`config.mk`:
```
export PLATFORM = sky130hd
export DESIGN_NAME = vga_colproc_flat
export DESIGN_NICKNAME = d
export VERILOG_FILES = /design/src/rtl/vga_colproc_if.sv /design/src/rtl/vga_colproc.sv /design/src/flat_wrapper.sv
export SDC_FILE = /design/constraint.sdc
export NUM_CORES = 1
export LEC_CHECK = 0
export CORE_MARGIN = 5
export CORE_UTILIZATION = 47
export CTS_CLUSTER_DIAMETER = 60
export DETAILED_ROUTE_END_ITERATION = 7
export GPL_ROUTABILITY_DRIVEN = 0
export PLACE_DENSITY_LB_ADDON = 0.3
export SYNTH_ARGS = -nofsm -noshare
export SYNTH_HDL_FRONTEND = slang
export SYNTH_SLANG_ARGS = --single-unit
```
`constraint.sdc`:
```
create_clock -name CLK_I -period 2.1 [get_ports CLK_I]
set_clock_uncertainty 0.1 [all_clocks]
set_input_delay 0.42 -clock CLK_I [delete_from_list [all_inputs] [get_ports CLK_I]]
set_output_delay 0.42 -clock CLK_I [all_outputs]
set_load 0.05 [all_outputs]
```
`src/rtl/vga_colproc_if.sv`:
```
// Bus bundle for the VGA colour processor: video-data buffer, colour lookup,
// line-FIFO write port and the latched control inputs.
interface vga_colproc_if;
  logic        ctrl_ven;
  logic [1:0]  ctrl_cd;
  logic        ctrl_pc;
  logic [31:0] vdat_i;
  logic        vdat_valid_i;
  logic        vdat_rreq_o;
  logic        clut_req_o;
  logic [7:0]  clut_adr_o;
  logic        clut_ack_i;
  logic [23:0] clut_q_i;
  logic [23:0] rgb_o;
  logic        rgb_wreq_o;
  logic        fifo_full_i;

  modport slave (
    input  ctrl_ven, ctrl_cd, ctrl_pc, vdat_i, vdat_valid_i,
    input  clut_ack_i, clut_q_i, fifo_full_i,
    output vdat_rreq_o, clut_req_o, clut_adr_o, rgb_o, rgb_wreq_o
  );

  modport master (
    output ctrl_ven, ctrl_cd, ctrl_pc, vdat_i, vdat_valid_i,
    output clut_ack_i, clut_q_i, fifo_full_i,
    input  vdat_rreq_o, clut_req_o, clut_adr_o, rgb_o, rgb_wreq_o
  );
endinterface

```
`src/rtl/vga_colproc.sv`:
```
// Unpacks 32-bit video words into 24-bit pixels for the line FIFO.
// Optional macro VGA_CLUT_EN enables pseudo-colour lookup in 8bpp mode.
//
// state | meaning
// IDLE  | no word held
// EMIT  | unpacking the held word, one pixel per cycle
// CLUT  | waiting for clut_ack_i, or holding a looked-up pixel behind fifo_full_i
module vga_colproc (
  input  logic         CLK_I,
  input  logic         RST_I,
  vga_colproc_if.slave bus
);

  typedef enum logic [1:0] {ST_IDLE, ST_EMIT, ST_CLUT} state_t;

  state_t      state_q, state_d;
  logic        ven_q;
  logic [1:0]  cd_q, cd_d;
  logic        pc_q, pc_d;
  logic [31:0] word_q, word_d;
  logic [1:0]  idx_q, idx_d;
  logic [1:0]  phase_q, phase_d;
  logic [15:0] carry_q, carry_d;
  logic [23:0] rgb_q, rgb_d;
  logic        wreq_q, wreq_d;
  logic        req_q, req_d;
  logic [7:0]  adr_q, adr_d;
  logic [23:0] lut_q, lut_d;
  logic        lut_hold_q, lut_hold_d;

  logic        first;
  logic [1:0]  cd_eff;
  logic        pc_eff;
  logic        lut_mode;
  logic        rreq;
  logic        advance;
  logic        is_last;
  logic [1:0]  last_idx;
  logic [7:0]  cur_byte;
  logic [15:0] half;
  logic [23:0] pix;

  // Config is taken live in the enabling cycle, from the latch afterwards.
  assign first  = bus.ctrl_ven & ~ven_q;
  assign cd_eff = first ? bus.ctrl_cd : cd_q;
  assign pc_eff = first ? bus.ctrl_pc : pc_q;

`ifdef VGA_CLUT_EN
  assign lut_mode       = (cd_eff == 2'b00) & pc_eff;
  assign bus.clut_req_o = req_q;
  assign bus.clut_adr_o = adr_q;
`else
  logic unused_clut;
  assign lut_mode       = 1'b0;
  assign unused_clut    = ^{pc_eff, adr_q};
  assign bus.clut_req_o = 1'b0;
  assign bus.clut_adr_o = 8'h00;
`endif

  assign bus.rgb_o       = rgb_q;
  assign bus.rgb_wreq_o  = wreq_q;
  assign bus.vdat_rreq_o = rreq & ~RST_I;

  always_comb begin
    cur_byte = 8'h00;
    case (idx_q)
      2'd0:    cur_byte = word_q[31:24];
      2'd1:    cur_byte = word_q[23:16];
      2'd2:    cur_byte = word_q[15:8];
      default: cur_byte = word_q[7:0];
    endcase
    half = idx_q[0] ? word_q[15:0] : word_q[31:16];
    pix  = 24'h000000;
    last_idx = 2'd0;
    case (cd_eff)
      2'b00: begin
        pix      = {cur_byte, cur_byte, cur_byte};
        last_idx = 2'd3;
      end
      2'b01: begin
        pix      = {half[15:11], 3'b000, half[10:5], 2'b00, half[4:0], 3'b000};
        last_idx = 2'd1;
      end
      2'b10: begin
        // 24bpp: 4 pixels across 3 words, leftover bytes kept in carry_q
        case (phase_q)
          2'd0:    pix = word_q[31:8];
          2'd1:    pix = {carry_q[7:0], word_q[31:16]};
          default: pix = idx_q[0] ? word_q[23:0] : {carry_q, word_q[31:24]};
        endcase
        last_idx = (phase_q == 2'd2) ? 2'd1 : 2'd0;
      end
      default: pix = word_q[23:0];
    endcase
    is_last = (idx_q == last_idx);
  end

  always_comb begin
    state_d    = state_q;
    cd_d       = cd_q;
    pc_d       = pc_q;
    word_d     = word_q;
    idx_d      = idx_q;
    phase_d    = phase_q;
    carry_d    = carry_q;
    rgb_d      = rgb_q;
    wreq_d     = 1'b0;
    req_d      = req_q;
    adr_d      = adr_q;
    lut_d      = lut_q;
    lut_hold_d = lut_hold_q;
    rreq       = 1'b0;
    advance    = 1'b0;

    if (first) begin
      cd_d = bus.ctrl_cd;
      pc_d = bus.ctrl_pc;
    end

    if (!bus.ctrl_ven) begin
      state_d    = ST_IDLE;
      idx_d      = 2'd0;
      phase_d    = 2'd0;
      carry_d    = 16'h0000;
      req_d      = 1'b0;
      adr_d      = 8'h00;
      lut_hold_d = 1'b0;
    end else begin
      case (state_q)
        ST_IDLE: begin
          if (bus.vdat_valid_i) begin
            word_d  = bus.vdat_i;
            rreq    = 1'b1;
            idx_d   = 2'd0;
            state_d = ST_EMIT;
          end
        end
        ST_EMIT: begin
          if (lut_mode) begin
            req_d   = 1'b1;
            adr_d   = cur_byte;
            state_d = ST_CLUT;
          end else if (!bus.fifo_full_i) begin
            rgb_d   = pix;
            wreq_d  = 1'b1;
            advance = 1'b1;
          end
        end
        ST_CLUT: begin
          if (lut_hold_q) begin
            if (!bus.fifo_full_i) begin
              rgb_d      = lut_q;
              wreq_d     = 1'b1;
              lut_hold_d = 1'b0;
              advance    = 1'b1;
            end
          end else if (req_q && bus.clut_ack_i) begin
            req_d = 1'b0;
            if (!bus.fifo_full_i) begin
              rgb_d   = bus.clut_q_i;
              wreq_d  = 1'b1;
              advance = 1'b1;
            end else begin
              lut_d      = bus.clut_q_i;
              lut_hold_d = 1'b1;
            end
          end
        end
        default: state_d = ST_IDLE;
      endcase

      if (advance) begin
        if (is_last) begin
          idx_d = 2'd0;
          if (cd_eff == 2'b10) begin
            case (phase_q)
              2'd0: begin
                carry_d = {8'h00, word_q[7:0]};
                phase_d = 2'd1;
              end
              2'd1: begin
                carry_d = word_q[15:0];
                phase_d = 2'd2;
              end
              default: begin
                carry_d = 16'h0000;
                phase_d = 2'd0;
              end
            endcase
          end
          if (bus.vdat_valid_i) begin
            word_d  = bus.vdat_i;
            rreq    = 1'b1;
            state_d = ST_EMIT;
          end else begin
            state_d = ST_IDLE;
          end
        end else begin
          idx_d   = idx_q + 2'd1;
          state_d = ST_EMIT;
        end
      end
    end
  end

  always_ff @(posedge CLK_I) begin
    if (RST_I) begin
      state_q    <= ST_IDLE;
      ven_q      <= 1'b0;
      cd_q       <= 2'b00;
      pc_q       <= 1'b0;
      word_q     <= 32'h0;
      idx_q      <= 2'd0;
      phase_q    <= 2'd0;
      carry_q    <= 16'h0;
      rgb_q      <= 24'h0;
      wreq_q     <= 1'b0;
      req_q      <= 1'b0;
      adr_q      <= 8'h00;
      lut_q      <= 24'h0;
      lut_hold_q <= 1'b0;
    end else begin
      state_q    <= state_d;
      ven_q      <= bus.ctrl_ven;
      cd_q       <= cd_d;
      pc_q       <= pc_d;
      word_q     <= word_d;
      idx_q      <= idx_d;
      phase_q    <= phase_d;
      carry_q    <= carry_d;
      rgb_q      <= rgb_d;
      wreq_q     <= wreq_d;
      req_q      <= req_d;
      adr_q      <= adr_d;
      lut_q      <= lut_d;
      lut_hold_q <= lut_hold_d;
    end
  end

endmodule

```
`src/flat_wrapper.sv`:
```
// flat-port wrapper written by rule: the top's interface ports become plain ports
module vga_colproc_flat 
  (CLK_I, RST_I, bus_ctrl_ven, bus_ctrl_cd, bus_ctrl_pc, bus_vdat_i, bus_vdat_valid_i, bus_clut_ack_i, bus_clut_q_i, bus_fifo_full_i, bus_vdat_rreq_o, bus_clut_req_o, bus_clut_adr_o, bus_rgb_o, bus_rgb_wreq_o);
  vga_colproc_if bus_i ();
  input  logic CLK_I;
  input  logic RST_I;
  input wire logic [$bits(bus_i.ctrl_ven)-1:0] bus_ctrl_ven;
  input wire logic [$bits(bus_i.ctrl_cd)-1:0] bus_ctrl_cd;
  input wire logic [$bits(bus_i.ctrl_pc)-1:0] bus_ctrl_pc;
  input wire logic [$bits(bus_i.vdat_i)-1:0] bus_vdat_i;
  input wire logic [$bits(bus_i.vdat_valid_i)-1:0] bus_vdat_valid_i;
  input wire logic [$bits(bus_i.clut_ack_i)-1:0] bus_clut_ack_i;
  input wire logic [$bits(bus_i.clut_q_i)-1:0] bus_clut_q_i;
  input wire logic [$bits(bus_i.fifo_full_i)-1:0] bus_fifo_full_i;
  output wire logic [$bits(bus_i.vdat_rreq_o)-1:0] bus_vdat_rreq_o;
  output wire logic [$bits(bus_i.clut_req_o)-1:0] bus_clut_req_o;
  output wire logic [$bits(bus_i.clut_adr_o)-1:0] bus_clut_adr_o;
  output wire logic [$bits(bus_i.rgb_o)-1:0] bus_rgb_o;
  output wire logic [$bits(bus_i.rgb_wreq_o)-1:0] bus_rgb_wreq_o;
  assign bus_i.ctrl_ven = bus_ctrl_ven;
  assign bus_i.ctrl_cd = bus_ctrl_cd;
  assign bus_i.ctrl_pc = bus_ctrl_pc;
  assign bus_i.vdat_i = bus_vdat_i;
  assign bus_i.vdat_valid_i = bus_vdat_valid_i;
  assign bus_i.clut_ack_i = bus_clut_ack_i;
  assign bus_i.clut_q_i = bus_clut_q_i;
  assign bus_i.fifo_full_i = bus_fifo_full_i;
  assign bus_vdat_rreq_o = bus_i.vdat_rreq_o;
  assign bus_clut_req_o = bus_i.clut_req_o;
  assign bus_clut_adr_o = bus_i.clut_adr_o;
  assign bus_rgb_o = bus_i.rgb_o;
  assign bus_rgb_wreq_o = bus_i.rgb_wreq_o;
  vga_colproc u_core (.CLK_I(CLK_I), .RST_I(RST_I), .bus(bus_i));
endmodule
```
==> impl_metrics.tcl <==
set metrics [dict create \
    die_h_um 110 \
    max_freq_ghz 0.413 \
    setup_viol 52 \
    synth-edff-count 0 \
    grt_pass1_vias 4469 \
    final_hold_viol_count 0 \
    ys_seq_elements 81 \
    grt_max_degree 80 \
    numCtsBuffers 9 \
    final_cell_mix "dfxtp_1 (77), nand2b_1 (66), nand2_1 (60)" \
    final_core_utilization 0.644 \
    ant_nets 0 \
    clock-sinks 81 \
    initial_core_util 0.481 \
    worstSetupPathType "in -> out" \
    p_leak_nw 2.20 \
    cts-root-buf "clkbuf_8" \
    power_density_nw_per_um2 551 \
    die_area_um2 12100 \
    cts_tree "yes" \
    end_kind "primary output" \
    slew_viol_final 0 \
    violations "DRC, setup timing" \
    drc 2 \
    final_cells 797 \
    wl_mm 14.0 \
    fin_crit_sh 1.15 \
    hp-class "in -> reg" \
    insertedDiodeCount 0 \
    die_x_um 110 \
    synth_area_leader_cell "dfxtp_1" \
    syn_area_um2 4700 \
    async_flop_share 0 \
    vias 4707 \
    ys_top_cells_by_area "dfxtp_1 (34%), mux2i_1 (8.9%), nand2b_1 (8.8%)" \
    drt_iter0_drc 564 \
    rsz0062_at_grt "true" \
    core-area_um2 9770 \
    rows 36 \
    fin_hold_ws_ns 0.335 \
    wl_per_cell_um 17.6 \
    relSlewSlack 0.605 \
    final_common_cell "dfxtp_1" \
    tightestPinTransition_ns 0.592 \
    grt_remaining_overflow 0 \
    insertion_delay_ns 0.37 \
    pin_count 100 \
    cts.htree.levels 3 \
    nNetsFinal 728 \
    synthToLayoutAreaGrowth_pct 33.8 \
    fillers 834 \
    cts_buffer_depth 2 \
    synth_area_per_cell_um2 8.37 \
    yosys_warnings 0 \
    yosysSeqAreaShare 0.345 \
    post-place-cells 770 \
    viasPerCell 5.91 \
    ys_types 51 \
    tns_ns -7.05 \
    clkTransAtPathRegs_ns 0.09 \
    synthCells 562 \
    antenna_found_initial 0 \
    critPathRequiredTime_ns 1.58 \
    setup_ws_ns -0.320 \
    ys.flop_type "dfxtp_1" \
    path_max_fanout 5 \
    dr.pass1.iters 8 \
    startpoint_type "input pin" \
    drv_cap 0 \
    period_minus_slack_ns 2.42 \
    ir_drop_mv 0.349 \
    hpwl_mm 9.85 \
    grt_pass1_wl_mm 22.5 \
    drive_above_1_share 0.200 \
    critPathArrivalTime_ns 1.90 \
    io_buffers 64 \
    power.total_mw 3.47 \
    grt_use_total 0.237 \
    status "complete, but fails checks" \
    synth.top_cell.area_share 0.345 \
]
## synthesized netlist by cell type (5+ instances only)
cell type / instances
nand2b_1: 66
a311oi_1: 14
nor4_1: 6
a22o_1: 16
buf_4: 9
a21oi_1: 35
nor3_1: 14
nor2b_1: 24
dfxtp_1: 81
nor2_1: 26
mux2i_1: 42
nand2_1: 60
clkbuf_1: 33
a222oi_1: 8
a211oi_1: 38
o21ai_0: 27
inv_1: 8
buf_6: 5
## routing by layer
metal / global-route usage / share of wire / vias up
li1: - / - / 2213
met1: 0.333 / 0.44 / 2171
met2: 0.357 / 0.44 / 289
met3: 0.0443 / 0.089 / 34
met4: 0.0953 / 0.028 / 0
met5: 0 / 0 / -
## registers in the layout (all words and copies together), names as in the netlist
name / count
u_core.state_q: 1
u_core.bus.rgb_wreq_o: 1
u_core.cd_q: 2
u_core.idx_q: 2
u_core.carry_q: 16
u_core.phase_q: 2
u_core.bus.rgb_o: 24
u_core.word_q: 32
u_core.ven_q: 1
## worst max-delay path, stage by stage
cell           delay [ns]
dlygate4sd2_1        0.30
and4bb_2             0.35
a31oi_4              0.05
o32ai_4              0.35
o21bai_4             0.13
a21oi_4              0.13
buf_6                0.17
## metrics by stage
stage          setup WS [ns]  cell area, um^2
5_1_grt               -0.354             6290
3_5_place_dp          -0.921             5770
2_1_floorplan        -0.0136             4820
6_report              -0.320             6290
3_3_place_gp          -0.713             5770
4_1_cts               -0.330             6180
## cells by family (layout without fill, tap and decap cells)
kind of cell               after synthesis  after routing  synth area share
and+or+nand+nor                        208            208             0.237
AOI/OAI and AO/OA                      163            163             0.246
DFF                                     81             81             0.345
buffers and inverters                   61            155            0.0662
muxes                                   44             44            0.0947
adders and majority gates                4              4            0.0106
other                                    1              9          0.000797
## where the power goes
| group | switching, mW | internal, mW |
|---|---|---|
| clock | 0.634 | 0.560 |
| sequential | 0.0690 | 1.58 |
| combinational | 0.330 | 0.300 |
| total | 1.03 | 2.44 |
## path summary, 6_finish.rpt
| path | start | endpoint | slack (ns) | depth (start not counted) |
|---|---|---|---|---|
| max | bus_ctrl_cd[1] | bus_vdat_rreq_o | -0.32 | 7 |
| min | RST_I | u_core.idx_q[0] | 0.34 | 3 |
| max reg2reg | u_core.ven_q | u_core.word_q[12] | -0.21 | 10 |
| min reg2reg | u_core.bus.rgb_o[11] | u_core.bus.rgb_o[11] | 0.34 | 2 |
## area by class of cell
type / instances / area [um^2] / area share
Timing Repair Buffer: 130 / 1220 / 0.194
Multi-Input combinational cell: 428 / 3040 / 0.482
Sequential cell: 81 / 1630 / 0.259
Tap cell: 133 / 166 / 0.0264
Clock inverter: 7 / 77.6 / 0.0123
Clock buffer: 9 / 124 / 0.0197
Inverter: 9 / 36.3 / 0.00576
## repair_timing
item | CTS | global route
resized for setup | 22 | 31
pin swaps | 12 | 14
endpoints found under the setup margin | 77 | 75
cloned | 3 | 0
hold buffers | 0 | 0
setup buffers | 9 | 0
hold endpoints to repair | 0 | 0
(Power assumes the default switching activity.)
